[config.mk]
export PLATFORM = sky130hd
export DESIGN_NAME = clock_divider_step_flat
export DESIGN_NICKNAME = d
export VERILOG_FILES = /design/src/rtl/clock_divider_step_pkg.sv /design/src/rtl/clock_divider_step_if.sv /design/src/rtl/debouncer.sv /design/src/rtl/clock_divider_step.sv /design/src/flat_wrapper.sv
export SDC_FILE = /design/constraint.sdc
export NUM_CORES = 1
export LEC_CHECK = 0
export CAP_MARGIN = 20
export CORE_MARGIN = 10
export CORE_UTILIZATION = 63
export CTS_CLUSTER_SIZE = 12
export DETAILED_ROUTE_END_ITERATION = 10
export PLACE_DENSITY = 0.81
export SLEW_MARGIN = 5
export SYNTH_ARGS = -nofsm -noshare
export SYNTH_HDL_FRONTEND = slang
export SYNTH_SLANG_ARGS = --single-unit
[constraint.sdc]
create_clock -name clk -period 4.5 [get_ports clk]
set_input_delay 0.45 -clock clk [delete_from_list [all_inputs] [get_ports clk]]
set_output_delay 0.45 -clock clk [all_outputs]
set_load 0.02 [all_outputs]
[src/rtl/clock_divider_step_pkg.sv]
// Shared constants for the board clock divider and its button debouncer.
package clock_divider_step_pkg;

    // Mode encoding used by the divider FSM.
    typedef logic [1:0] mode_t;

    localparam mode_t MODE_HOLD = 2'd0;
    localparam mode_t MODE_RUN  = 2'd1;
    localparam mode_t MODE_STEP = 2'd2;

    // Defaults for the 50 MHz board: 1 Hz divided clock, 10 ms debounce window.
    localparam int unsigned DEF_DIV_HALF   = 25_000_000;
    localparam int unsigned DEF_DEB_CYCLES = 500_000;

endpackage

[src/rtl/clock_divider_step_if.sv]
// Control inputs and clock outputs of the divider, grouped as one bundle.
interface clock_divider_step_if;

    logic enable;
    logic step_mode;
    logic step_btn;
    logic clk_div;
    logic tick;
    logic running;

    // master drives the controls; slave is the divider itself.
    modport master (
        output enable,
        output step_mode,
        output step_btn,
        input  clk_div,
        input  tick,
        input  running
    );

    modport slave (
        input  enable,
        input  step_mode,
        input  step_btn,
        output clk_div,
        output tick,
        output running
    );

endinterface

[src/rtl/debouncer.sv]
// Push-button debouncer: 2-flop synchroniser followed by a stability counter.
// btn_rise pulses for one cycle in the same cycle btn_level first reads 1.
module debouncer
    import clock_divider_step_pkg::*;
#(
    parameter int unsigned DEB_CYCLES = DEF_DEB_CYCLES
) (
    input  logic clk,
    input  logic reset,
    input  logic btn_raw,
    output logic btn_level,
    output logic btn_rise
);

    localparam int unsigned DEB_W = $clog2(DEB_CYCLES + 1);

    logic             sync1_q;
    logic             sync2_q;
    logic [DEB_W-1:0] cnt_q;
    logic             level_q;
    logic             rise_q;

    // Bring the asynchronous button into the clk domain.
    always_ff @(posedge clk) begin
        if (reset) begin
            sync1_q <= 1'b0;
            sync2_q <= 1'b0;
        end else begin
            sync1_q <= btn_raw;
            sync2_q <= sync1_q;
        end
    end

    // Accept a new level only after DEB_CYCLES consecutive samples that differ
    // from the current level; any sample matching the level restarts the count.
    always_ff @(posedge clk) begin
        if (reset) begin
            cnt_q   <= '0;
            level_q <= 1'b0;
            rise_q  <= 1'b0;
        end else begin
            rise_q <= 1'b0;
            if (sync2_q == level_q) begin
                cnt_q <= '0;
            end else if (cnt_q == DEB_W'(DEB_CYCLES - 1)) begin
                cnt_q   <= '0;
                level_q <= sync2_q;
                rise_q  <= sync2_q;
            end else begin
                cnt_q <= cnt_q + DEB_W'(1);
            end
        end
    end

    assign btn_level = level_q;
    assign btn_rise  = rise_q;

endmodule

[src/rtl/clock_divider_step.sv]
// Slow counter clock generator: free-running 50% divider or debounced single step.
// The datapath acts on the mode decoded this cycle; the registered mode is used
// only to spot a RUN<->STEP switch, which restarts the divider from low.
module clock_divider_step
    import clock_divider_step_pkg::*;
#(
    parameter int unsigned DIV_HALF   = DEF_DIV_HALF,
    parameter int unsigned DEB_CYCLES = DEF_DEB_CYCLES
) (
    input  logic                  clk,
    input  logic                  reset,
    clock_divider_step_if.slave   bus
);

    localparam int unsigned CNT_W = $clog2(DIV_HALF);

    mode_t            state_q;
    mode_t            state_d;
    logic [CNT_W-1:0] cnt_q;
    logic [CNT_W-1:0] cnt_d;
    logic             clk_div_q;
    logic             clk_div_d;
    logic             tick_q;
    logic             tick_d;
    logic             running_q;
    logic             running_d;
    logic             mode_switch;
    logic             btn_level;
    logic             btn_rise;

    debouncer #(
        .DEB_CYCLES(DEB_CYCLES)
    ) u_debouncer (
        .clk      (clk),
        .reset    (reset),
        .btn_raw  (bus.step_btn),
        .btn_level(btn_level),
        .btn_rise (btn_rise)
    );

    // Mode state register.
    always_ff @(posedge clk) begin
        if (reset) begin
            state_q <= MODE_HOLD;
        end else begin
            state_q <= state_d;
        end
    end

    // Mode decode from the live controls.
    always_comb begin
        state_d = MODE_HOLD;
        if (!bus.enable) begin
            state_d = MODE_HOLD;
        end else if (!bus.step_mode) begin
            state_d = MODE_RUN;
        end else begin
            state_d = MODE_STEP;
        end
    end

    // Divider / step datapath next state.
    always_comb begin
        cnt_d       = cnt_q;
        clk_div_d   = clk_div_q;
        tick_d      = 1'b0;
        running_d   = bus.enable & ~bus.step_mode;
        mode_switch = ((state_q == MODE_RUN) && (state_d == MODE_STEP)) ||
                      ((state_q == MODE_STEP) && (state_d == MODE_RUN));
        if (mode_switch) begin
            cnt_d     = '0;
            clk_div_d = 1'b0;
        end else begin
            case (state_d)
                MODE_RUN: begin
                    if (cnt_q == CNT_W'(DIV_HALF - 1)) begin
                        cnt_d     = '0;
                        clk_div_d = ~clk_div_q;
                        tick_d    = ~clk_div_q;
                    end else begin
                        cnt_d = cnt_q + CNT_W'(1);
                    end
                end
                MODE_STEP: begin
                    // Only a fresh debounced press raises clk_div, so a button
                    // held across a mode switch must be released first.
                    cnt_d = '0;
                    if (btn_rise) begin
                        clk_div_d = 1'b1;
                        tick_d    = 1'b1;
                    end else if (!btn_level) begin
                        clk_div_d = 1'b0;
                    end
                end
                default: begin
                    cnt_d     = cnt_q;
                    clk_div_d = clk_div_q;
                end
            endcase
        end
    end

    // Datapath and output registers.
    always_ff @(posedge clk) begin
        if (reset) begin
            cnt_q     <= '0;
            clk_div_q <= 1'b0;
            tick_q    <= 1'b0;
            running_q <= 1'b0;
        end else begin
            cnt_q     <= cnt_d;
            clk_div_q <= clk_div_d;
            tick_q    <= tick_d;
            running_q <= running_d;
        end
    end

    assign bus.clk_div = clk_div_q;
    assign bus.tick    = tick_q;
    assign bus.running = running_q;

endmodule

[src/flat_wrapper.sv]
// flat-port wrapper written by rule: the top's interface ports become plain ports
module clock_divider_step_flat import clock_divider_step_pkg::*;
#(
    parameter int unsigned DIV_HALF   = DEF_DIV_HALF,
    parameter int unsigned DEB_CYCLES = DEF_DEB_CYCLES
)
  (clk, reset, bus_enable, bus_step_mode, bus_step_btn, bus_clk_div, bus_tick, bus_running);
  clock_divider_step_if bus_i ();
  input  logic clk;
  input  logic reset;
  input wire logic [$bits(bus_i.enable)-1:0] bus_enable;
  input wire logic [$bits(bus_i.step_mode)-1:0] bus_step_mode;
  input wire logic [$bits(bus_i.step_btn)-1:0] bus_step_btn;
  output wire logic [$bits(bus_i.clk_div)-1:0] bus_clk_div;
  output wire logic [$bits(bus_i.tick)-1:0] bus_tick;
  output wire logic [$bits(bus_i.running)-1:0] bus_running;
  assign bus_i.enable = bus_enable;
  assign bus_i.step_mode = bus_step_mode;
  assign bus_i.step_btn = bus_step_btn;
  assign bus_clk_div = bus_i.clk_div;
  assign bus_tick = bus_i.tick;
  assign bus_running = bus_i.running;
  clock_divider_step #(.DIV_HALF(DIV_HALF), .DEB_CYCLES(DEB_CYCLES)) u_core (.clk(clk), .reset(reset), .bus(bus_i));
endmodule
# Word level (Yosys, flattened, before mapping)

Cells that the tools add are included.

Flip-flop bits (word level): 53
Word-level logic and storage cells: 46
Input port bits: 5

Eq/ne operators: 9
Mux-type cells: 11
Reductions and logical operators: 9
Add/subtract/negate cells: 2
Bitwise operators: 5

Operators with widths:

| operator                | count |
|---|---|
| $pmux W25 S2            | 1 |
| $add A25 B1 Y25 const B | 1 |
| $eq A25 B25 Y1 const B  | 1 |
| $mux W25                | 1 |
| $add A19 B1 Y19 const B | 1 |
| $eq A19 B19 Y1 const B  | 1 |
| $reduce_or A3 Y1        | 2 |
| $mux W1                 | 5 |
| $eq A2 B1 Y1 const B    | 2 |
| $eq A2 B2 Y1 const B    | 2 |
| $mux W2                 | 2 |
| $not A1 Y1              | 4 |
| $pmux W1 S2             | 2 |
| $ne A3 B3 Y1 const B    | 1 |
| $reduce_and A3 Y1       | 1 |
| $logic_and A1 B1 Y1     | 2 |
| $ne A2 B2 Y1 const B    | 1 |
| $reduce_and A2 Y1       | 1 |
| $reduce_bool A2 Y1      | 1 |
| $reduce_or A2 Y1        | 1 |
| $and A1 B1 Y1           | 1 |
| $eq A1 B1 Y1            | 1 |
| $logic_or A1 B1 Y1      | 1 |

# Depth between registers and ports, before layout

Word-level depth: 6
Mapped depth: 8
Depth with buffers taken out: 6

# Modules after synthesis

Synthesis repeated with hierarchy kept, for this count alone.

Cell total of the unflattened synthesis: 314
Area, all modules: 2728.9 um2

Modules (own cells, without submodules):

| module             | cells each | area an instance (um2) | instances | seq. area each (um2) |
|---|---|---|---|---|
| clock_divider_step | 201        | 1671.6                 | 1         | 580.6 |
| debouncer          | 113        | 1057.3                 | 1         | 460.4 |

# Worst setup path after synthesis

Ideal clock, no wire load.

Path type: register to register
From: register u_core.cnt_q[0]
To: register u_core.cnt_q[22]
Stages on the path, launching flop included: 7
Library setup time: 0.122 ns
Data arrival time: 1.744 ns
Path slack: 2.634 ns
Path buffers: 0
Cell sequence: dfxtp_1 ha_1 nand4_1 nor4_2 nand2_1 o2111a_1 a221o_1

Word-level cells in the longest chain between the ends: 3

RTL lines:

| element                                           | RTL line                                           | RTL |
|---|---|---|
| from (decl)                                       | clock_divider_step.sv:19                           | `logic [CNT_W-1:0] cnt_q;` |
| from (signal assigned)                            | clock_divider_step.sv:111                          | `cnt_q <= cnt_d;` |
| $add A25 B1 Y25 or $eq A25 B25 Y1 (tied branches) | clock_divider_step.sv:81, clock_divider_step.sv:76 |  |
| $mux W25 (*)                                      | clock_divider_step.sv:76                           | `if (cnt_q == CNT_W'(DIV_HALF - 1)) begin` |
| $pmux W25 S2 (*)                                  | clock_divider_step.sv:74                           | `case (state_d)` |

Every way passes the cells marked *; elsewhere a longest branch is shown, timed or not.
A chain may end at the register's enable or synchronous reset.

# Final worst setup path

From: input bus_step_mode
To: register u_core.cnt_q[17]

Word-level cells in the longest chain between the ends: 6

RTL lines:

| element                                       | RTL line                                                                     | RTL |
|---|---|---|
| from (decl)                                   | flat_wrapper.sv:12                                                           | `input wire logic [$bits(bus_i.step_mode)-1:0] bus_step_mode;` |
| $mux W2 (*)                                   | clock_divider_step.sv:55                                                     | `end else if (!bus.step_mode) begin` |
| $mux W2 (*)                                   | clock_divider_step.sv:53                                                     | `if (!bus.enable) begin` |
| $eq A2 B2 Y1 or $eq A2 B1 Y1 (tied branches)  | clock_divider_step.sv:68, clock_divider_step.sv:74, clock_divider_step.sv:69 |  |
| $logic_and A1 B1 Y1, on equally long branches | clock_divider_step.sv:68, clock_divider_step.sv:69                           |  |
| $logic_or A1 B1 Y1                            | clock_divider_step.sv:68                                                     | `mode_switch = ((state_q == MODE_RUN) && (state_d == MODE_STEP)) \|\|` |
| $reduce_or A2 Y1 (no line)                    | n/a                                                                          |  |

Marked as above.

==> run metrics <==
top cells by instance count after synthesis=dfxtp_1 (52), nor2_1 (41), nand3_1 (30); largest net degree at the start of global routing=33; Power Density=280 nW/um^2; Int Power=0.588 mW; WL/cell=14.7 um; IO Pins=8; final setup vio count=0; Row Count=23; DRC Markers=0; Crit. Startpoint=bus_step_mode; GRT Residual Overflow=0; Yosys warning count=0; Port Buffers=7; hold wc startpoint=u_core.u_debouncer.sync1_q; fillcell total=348; Die ar.=7070 um^2; Post-DP HPWL=3870 um; initial antenna violation count=0; Setup CP Type=in -> reg; crit path max fanout=21; DR pass1 iterations=4; Netlist cell types=55; P&R area growth vs syn=6.14%; Switch Pwr=0.181 mW; RSZ-0062 raised after global routing=false; Via-to-Cell Ratio=6.24; crit path capture type=flip-flop; CTS Buf Count=5; H-Tree Depth=2; Tmin final=2.42 ns; fin crit share=53.8%; routed vias=2258; Worst VDD drop=0.283 mV; FF-to-FF setup slack=2.14 ns; area occupied by registers=1040 um^2; post-route ant nets=0; Die Ht=84.1 um; max reg flops=25; most numerous cell in the Yosys netlist=dfxtp_1; logic gate share of total power=5.2%; ys flop type=dfxtp_1; CTS tree=done; Clock Tree Buf Depth=2; number of post-CTS setup repair buffers=0; type of origin of the critical path=input port; setup tns final=0 ns; post-synthesis cell area=2590 um^2; hold_buf cts=0; total track usage=15.9%; EDFF count, synth=0; post-synth top area cell=dfxtp_1; share of post-route cells with drive strength above 1=5.77%; Root Buffer=clkbuf_8; CP Data Required Time=4.71 ns; DIE WIDTH=84.1 um; Clk pwr share=34.1%; vias in the first global route=2140; outcome=finished clean; Highest Clock Rate=413 MHz; hold crit path type=reg -> reg; top-area cell type share of the netlist area=40.2%; Final #Nets=318; first-pass GRT wire length=9690 um; core box area=4000 um^2; Reg2Reg Depth=6; CP max stage delay=0.60 ns; Net Count, Synth=321; final worst setup slack=2.08 ns; GPL Wtd Cong=0.859; Final Hold Fails=0; maxcap violations=0; # clock sinks=52; switching part of the total power=23.5%; RR Startpoint=u_core.cnt_q[0]; Hold Crit Depth=1; Slew Limit Fails=0; crit path cell chain=clkdlybuf4s50_1 -> nand2b_1 -> nor3b_1 -> nor3_2 -> buf_4 -> nand3_1 -> o311ai_1; worst skew pair latency=0.30 ns; CP max-delay cell=clkdlybuf4s50_1; Synth Register Bits=52; async set-or-reset flop fraction in the synthesized netlist=0%; clk slew on worst S/H paths=0.09 ns; Inserted Diodes=0; register with the most flip-flops=u_core.cnt_q; multi-input logic area=1440 um^2; clk_skew=0.00505 ns; Post-Synthesis Cells=314; biggest regs=u_core.cnt_q: 25 flops, u_core.u_debouncer.cnt_q: 19 flops; Flop pwr share=60.7%; final WL=5340 um; post-cts sizing count=0; Initial Util=64.7%; post-synthesis average cell area=8.24 um^2; pre-CTS setup slack=1.80 ns; CP arrival=2.63 ns; DRT iter0 DRCs=162; Seq/Total Area, Yosys=40.2%; largest cells by area after synthesis=dfxtp_1 (40%), nor2_1 (5.9%), nand3_1 (5.8%), a31oi_1 (4.6%), nand2_1 (4.1%); measured slew at the worst slew-check pin=0.648 ns; Lkg Pwr=0.848 nW; slew margin rel.=56.6%
[final cells by class]
class	count	area share (%)
Clock buffer	6	2.64
Clock inverter	2	0.592
Inverter	8	1.09
Multi-Input combinational cell	235	52.4
Sequential cell	52	37.9
Tap cell	50	2.28
Timing Repair Buffer	9	3.10
[metrics by stage]
stage / cells / hold WS [ns] / power, mW / util (%) / instance area [um^2]
after CTS: 362 / 0.462 / 0.772 / 68.7 / 2750
after floorplan: 314 / 0.414 / 0.506 / - / 2590
final: 362 / 0.458 / 0.769 / 68.7 / 2750
after global routing: 362 / 0.465 / 0.800 / 68.7 / 2750
after detailed placement: 354 / 0.439 / 0.517 / 66.4 / 2660
after global placement: 354 / 0.436 / 0.516 / 66.4 / 2660
[final timing paths]
kind | to
min reg2reg | u_core.u_debouncer.sync2_q
max | u_core.cnt_q[17]
min | u_core.u_debouncer.sync2_q
max reg2reg | u_core.cnt_q[22]
[power by group through the flow]
stage / logic [mW] / clock network [mW] / registers, mW
2_1_floorplan: 0.0295 / 0 / 0.477
3_3_place_gp: 0.0387 / 0 / 0.478
3_5_place_dp: 0.0395 / 0 / 0.478
4_1_cts: 0.0395 / 0.266 / 0.467
5_1_grt: 0.0447 / 0.288 / 0.468
6_report: 0.0399 / 0.262 / 0.467
[kinds of logic (layout without fill, tap and decap cells)]
group	count (synthesis)	in the layout	synth area share, %
AND/OR/NAND/NOR	160	160	32.4
flip-flops	52	52	40.2
AO/OA/AOI/OAI	51	51	14.2
buffers and inverters	27	25	4.55
XOR/XNOR	19	19	6.43
multiplexers	3	3	1.21
adder cells (fa/ha/maj)	2	2	0.967
[placed cells by master, fill, tap and decap left out, types with 2 or more instances in the layout]
cell type	instances
nand4_1	12
or3_1	2
buf_4	2
nor2_1	41
inv_1	8
nor4_1	4
xnor2_1	8
dfxtp_1	52
nand2_1	28
ha_1	2
nor4b_1	3
nand3b_1	7
xor2_1	11
a21oi_1	5
nor2b_1	2
or4_1	2
o31ai_1	2
clkdlybuf4s50_1	7
and4_1	3
nand3_1	30
a41oi_1	3
nor4_2	2
nor3b_1	2
a31oi_1	19
clkbuf_8	5
and3_1	8
nor3_1	6
mux2i_1	2
o21ai_0	3
a32oi_1	2
[critical path, delay by kind of cell]
kind	cells	cell delay, ns
AND/OR/NAND/NOR	4	0.96
buffers and inverters	2	0.96
AO/OA/AOI/OAI	1	0.26
[per-layer routing]
metal / track usage (%) / routed length [um] / vias up
met5: 0 / 0 / -
met2: 24.3 / 2440 / 41
met1: 20.6 / 2610 / 1071
li1: - / - / 1142
met4: 4.87 / 32 / 0
met3: 4.79 / 256 / 4
Note: power is estimated with default switching activity, not from simulation.
